## config.mk

```make
export PLATFORM = sky130hd
export DESIGN_NAME = button_method_caller
export DESIGN_NICKNAME = d
export VERILOG_FILES = /design/src/rtl/button_method_caller.sv
export SDC_FILE = /design/constraint.sdc
export NUM_CORES = 1
export LEC_CHECK = 0
export CAP_MARGIN = 0
export CORE_MARGIN = 2
export CORE_UTILIZATION = 50
export DETAILED_ROUTE_END_ITERATION = 7
export PLACE_DENSITY = 0.73
export SLEW_MARGIN = 20
export SYNTH_ARGS = -nofsm -noshare
export SYNTH_HDL_FRONTEND = slang
export SYNTH_SLANG_ARGS = --single-unit
```

## constraint.sdc

```tcl
create_clock -name CLK -period 3.3 [get_ports CLK]
set_input_delay 0.66 -clock CLK [delete_from_list [all_inputs] [get_ports CLK]]
set_output_delay 0.66 -clock CLK [all_outputs]
set_load 0.005 [all_outputs]
```

## src/rtl/button_method_caller.sv

```systemverilog
// Push-button initiator for a Bluespec action method: synchronise, debounce, queue presses
// and issue one EN_inc strobe per accepted press whenever the callee reports RDY_inc.
module button_method_caller #(
  parameter int unsigned DEBOUNCE_CYCLES = 12000,
  parameter int unsigned MAX_PENDING     = 3,
  parameter int unsigned CALLS_W         = 8
) (
  input  logic               CLK,
  input  logic               RST,
  input  logic               btn_i,
  input  logic               RDY_inc,
  output logic               EN_inc,
  output logic [3:0]         pending,
  output logic               dropped,
  output logic [CALLS_W-1:0] call_count
);

  localparam int unsigned        DcntW   = $clog2(DEBOUNCE_CYCLES);
  localparam logic [DcntW-1:0]   DcntMax = DcntW'(DEBOUNCE_CYCLES - 1);
  localparam logic [3:0]         PendMax = 4'(MAX_PENDING);

  logic               s1_q, s2_q;
  logic               db_q, db_d;
  logic [DcntW-1:0]   dcnt_q, dcnt_d;
  logic [3:0]         pend_q, pend_d;
  logic               drop_q, drop_d;
  logic [CALLS_W-1:0] calls_q, calls_d;
  logic               press;
  logic               issue;

  // Two-flop synchroniser; only s2_q is allowed to reach the debouncer.
  always_ff @(posedge CLK or posedge RST) begin
    if (RST) begin
      s1_q <= 1'b0;
      s2_q <= 1'b0;
    end else begin
      s1_q <= btn_i;
      s2_q <= s1_q;
    end
  end

  // A new level must be seen for DEBOUNCE_CYCLES consecutive cycles before it is accepted;
  // any return to the accepted level restarts the count.
  always_comb begin
    db_d   = db_q;
    dcnt_d = '0;
    press  = 1'b0;
    if (s2_q != db_q) begin
      if (dcnt_q == DcntMax) begin
        db_d  = s2_q;
        press = s2_q;
      end else begin
        dcnt_d = dcnt_q + DcntW'(1'b1);
      end
    end
  end

  assign issue = (pend_q != 4'd0) && RDY_inc;

  always_comb begin
    pend_d  = pend_q;
    drop_d  = drop_q;
    calls_d = calls_q;
    case ({press, issue})
      2'b10: begin
        if (pend_q < PendMax) begin
          pend_d = pend_q + 4'd1;
        end else begin
          drop_d = 1'b1;
        end
      end
      2'b01:   pend_d = pend_q - 4'd1;
      default: pend_d = pend_q;
    endcase
    if (issue) begin
      calls_d = calls_q + CALLS_W'(1'b1);
    end
  end

  always_ff @(posedge CLK or posedge RST) begin
    if (RST) begin
      db_q    <= 1'b0;
      dcnt_q  <= '0;
      pend_q  <= 4'd0;
      drop_q  <= 1'b0;
      calls_q <= '0;
    end else begin
      db_q    <= db_d;
      dcnt_q  <= dcnt_d;
      pend_q  <= pend_d;
      drop_q  <= drop_d;
      calls_q <= calls_d;
    end
  end

  assign EN_inc     = issue;
  assign pending    = pend_q;
  assign dropped    = drop_q;
  assign call_count = calls_q;

endmodule

```

==> metrics.md <==
| Metric | Value |
|---|---|
| Status | finished clean |
| Final Skew | 7.732 ps |
| Initial antenna violation count | 0 |
| Chip Width | between 50 and 60 µm |
| Slew Limit Headroom | 0.6752 |
| Crit path DAT | 2980 ps |
| CP max FO | 6 |
| Max Cap Viol | 0 |
| CTS sink cnt | 30 |
| Inst Count DP | ~180 |
| Primary FF master, synth | dfrtp_1 |
| Final WL | about 2600 µm |
| Synth Register Bits | 30 |
| Number of enable flip-flop cells after synthesis | 0 |
| DIE HEIGHT | 58.71 µm |
| Setup TNS Final | 0 ps |
| Post-synth cell types | 32 |
| Total track usage | 0.1763 |
| Pleak | about 0.81 nW |
| Area grow syn2layout | 17.14% |
| Top cells by area, synth | dfrtp_1 50%, xor2_1 7.0%, xnor2_1 5.9% |
| CTS root buf | clkbuf_4 |
| Number of global-route vias before repair | 1,001 |
| Fin worst setup slack | between 500 and 600 ps |
| Place WS | between 300 and 400 ps |
| Post-synth top cells | 30 x dfrtp_1, 17 x nor2_1, 12 x xor2_1, 10 x nand2_1, 10 x xnor2_1 |
| Detail Placement HPWL | around 1900 µm |
| Fin cells | 190 |
| Worst Max-Slew Pin Slew | roughly 490 ps |
| Critical Path Sink Type | flop |
| Startpoint type of the worst setup path | flop |
| FP Rows | 19 |
| Post-layout min period | about 2700 ps |
| Pre-antenna DRT Iters | 4 |
| Core Box Area | approximately 2800 µm² |
| RSZ-0062 raised after global routing | no |
| Layout cells sized above 1 | 0.08176 |
| Nets | around 170 |
| Syn_area_per_cell | around 11 µm² |
| Sequential area share after synthesis | 0.5017 |
| Initial drt markers | 30 |
| Slew Viols, Final | 0 |
| Worst path required time | between 3000 and 4000 ps |
| Final hold violation count | 0 |
| Warnings, synthesis | 0 |
| CTS Hold Buffers Added | 0 |
| Largest net degree at the start of global routing | 31 |
| Setup Fix Bufs, Post-CTS | 0 |
| Post-CTS sizing | 0 |
| Final Setup Violations | 0 |
| Antenna Nets Post-Route | 0 |
| Peak VDD IR | about 0.42 mV |
| Die Area | ~3400 µm² |
| Final period util | 0.8259 |
| FILL cells | 242 |
| Max Fclk | ~370 MHz |
| Initial cell density of the core | 0.5335 |
| Hold Path Depth | 0 |
| Routed WL per cell | between 10 and 15 µm |
| Mapped cell area | between 1000 and 1500 µm² |
| Clock slew at reported path FFs | ~80 ps |
| HP Class | flop to flop |
| CTS HTree Levels | 2 |
| PD cells | roughly 640 nW/µm² |
| Vias post-DR | 1,039 |
| Drt via density | between 5 and 6 |
| Ant diodes | 0 |
| Mapped Nets | between 100 and 150 |
| Synth area leader | dfrtp_1 |
| Mapped Cells | 136 |
| GR Overflow Total | 0 |
| Later-pin clock latency in the skew report | between 300 and 400 ps |
| IO Pins | 18 |
| Area used by multi-input combinational logic | around 710 µm² |
| CTS tree | done |
| Placer Congestion | ~0.78 |
| Synth async-reset ratio | 1.000 |
| Post-synth top area share | 0.5017 |
| FF+latch area | approximately 750 µm² |
| Global-route wire length before repair | 4505 µm |
| Worst Reg-to-Reg Cells | 10 |
| Critical path class | flop to flop |
| Drt drc | 0 |
| Num CTS Buffers | 5 |
| Top-count cell post-synth | dfrtp_1 |
| IO buf count | 17 |
| Clk buf depth | 2 |
==> layout by cell type (no fill, tap or decap), drive strengths merged, types with 2 or more instances in the layout <==
master         count
dfrtp             30
nor2              17
clkdlybuf4s50     17
xor2              12
nand2             10
xnor2             10
nand4              9
inv                7
clkbuf             7
ha                 4
nand3              4
a21o               3
nand4b             3
and3               3
mux2               2
nand2b             2
and2               2
and4               2
mux2i              2
buf                2
nor4               2
==> flip-flops by register name, indices dropped and copies added, names as in the netlist <==
signal,cells
s2_q,1
s1_q,1
call_count,8
dcnt_q,14
pending,4
dropped,1
db_q,1
==> layout make-up <==
type | instances | share of cell area
inverters | 7 | 0.01499
clock buffers | 7 | 0.02570
well taps | 31 | 0.02213
multi-input cells | 96 | 0.4033
repair buffers | 19 | 0.1056
flip-flops and latches | 30 | 0.4283
==> through the flow <==
stage / hold WS, ps / total power [mW] / cell area (µm²) / utilization
3_5_place_dp: 338.7 / 0.9432 / 1708 / 0.6088
6_report: 354.7 / 1.119 / 1753 / 0.6249
3_3_place_gp: 334.1 / 0.9316 / 1708 / 0.6088
2_1_floorplan: 331.2 / 0.7561 / 1496 / -
4_1_cts: 356.7 / 1.138 / 1753 / 0.6249
5_1_grt: 377.0 / 1.209 / 1753 / 0.6249
==> path summary, 6_finish.rpt <==
path / startpoint / end / slack, ps
hold reg to reg: s1_q / s2_q / 350
setup reg to reg: dcnt_q[0] / pending[3] / 570
setup / recovery: dcnt_q[0] / pending[3] / 570
hold / removal: s1_q / s2_q / 350
min in group asynchronous: RST / pending[1] / 710
max in group asynchronous: RST / pending[0] / 2320
==> cells by family after synthesis <==
group                      count (synthesis)  share of synthesized area
DFF                                       30                     0.5017
adders and majority gates                  6                    0.05351
buffers and inverters                     10                    0.02591
AOI/OAI and AO/OA                          7                    0.04682
and+or+nand+nor                           57                     0.2149
muxes                                      4                    0.02843
xor gates and xnor gates                  22                     0.1288
==> worst max-delay path: stages, from the launching register on <==
cell	delay, ps
dfrtp_1	380
ha_1	310
nand3_2	170
nor4_4	330
nand2b_1	170
inv_1	60
ha_1	260
a21o_1	190
a21o_1	200
or4_1	490
nand4_1	100
==> power breakdown <==
group,switching (mW),total [mW],internal [mW]
clock,0.110,0.190,0.0801
combinational,0.154,0.388,0.234
sequential,0.107,0.541,0.435
==> per-layer routing <==
layer / GRT usage / part of all wire / up-vias
li1: - / - / 514
met1: 0.2354 / 0.46 / 500
met2: 0.2713 / 0.49 / 21
met3: 0.05934 / 0.044 / 4
met5: 0 / 0 / -
met4: 0.05844 / 0.010 / 0
Power figures use the tool's default switching activity.
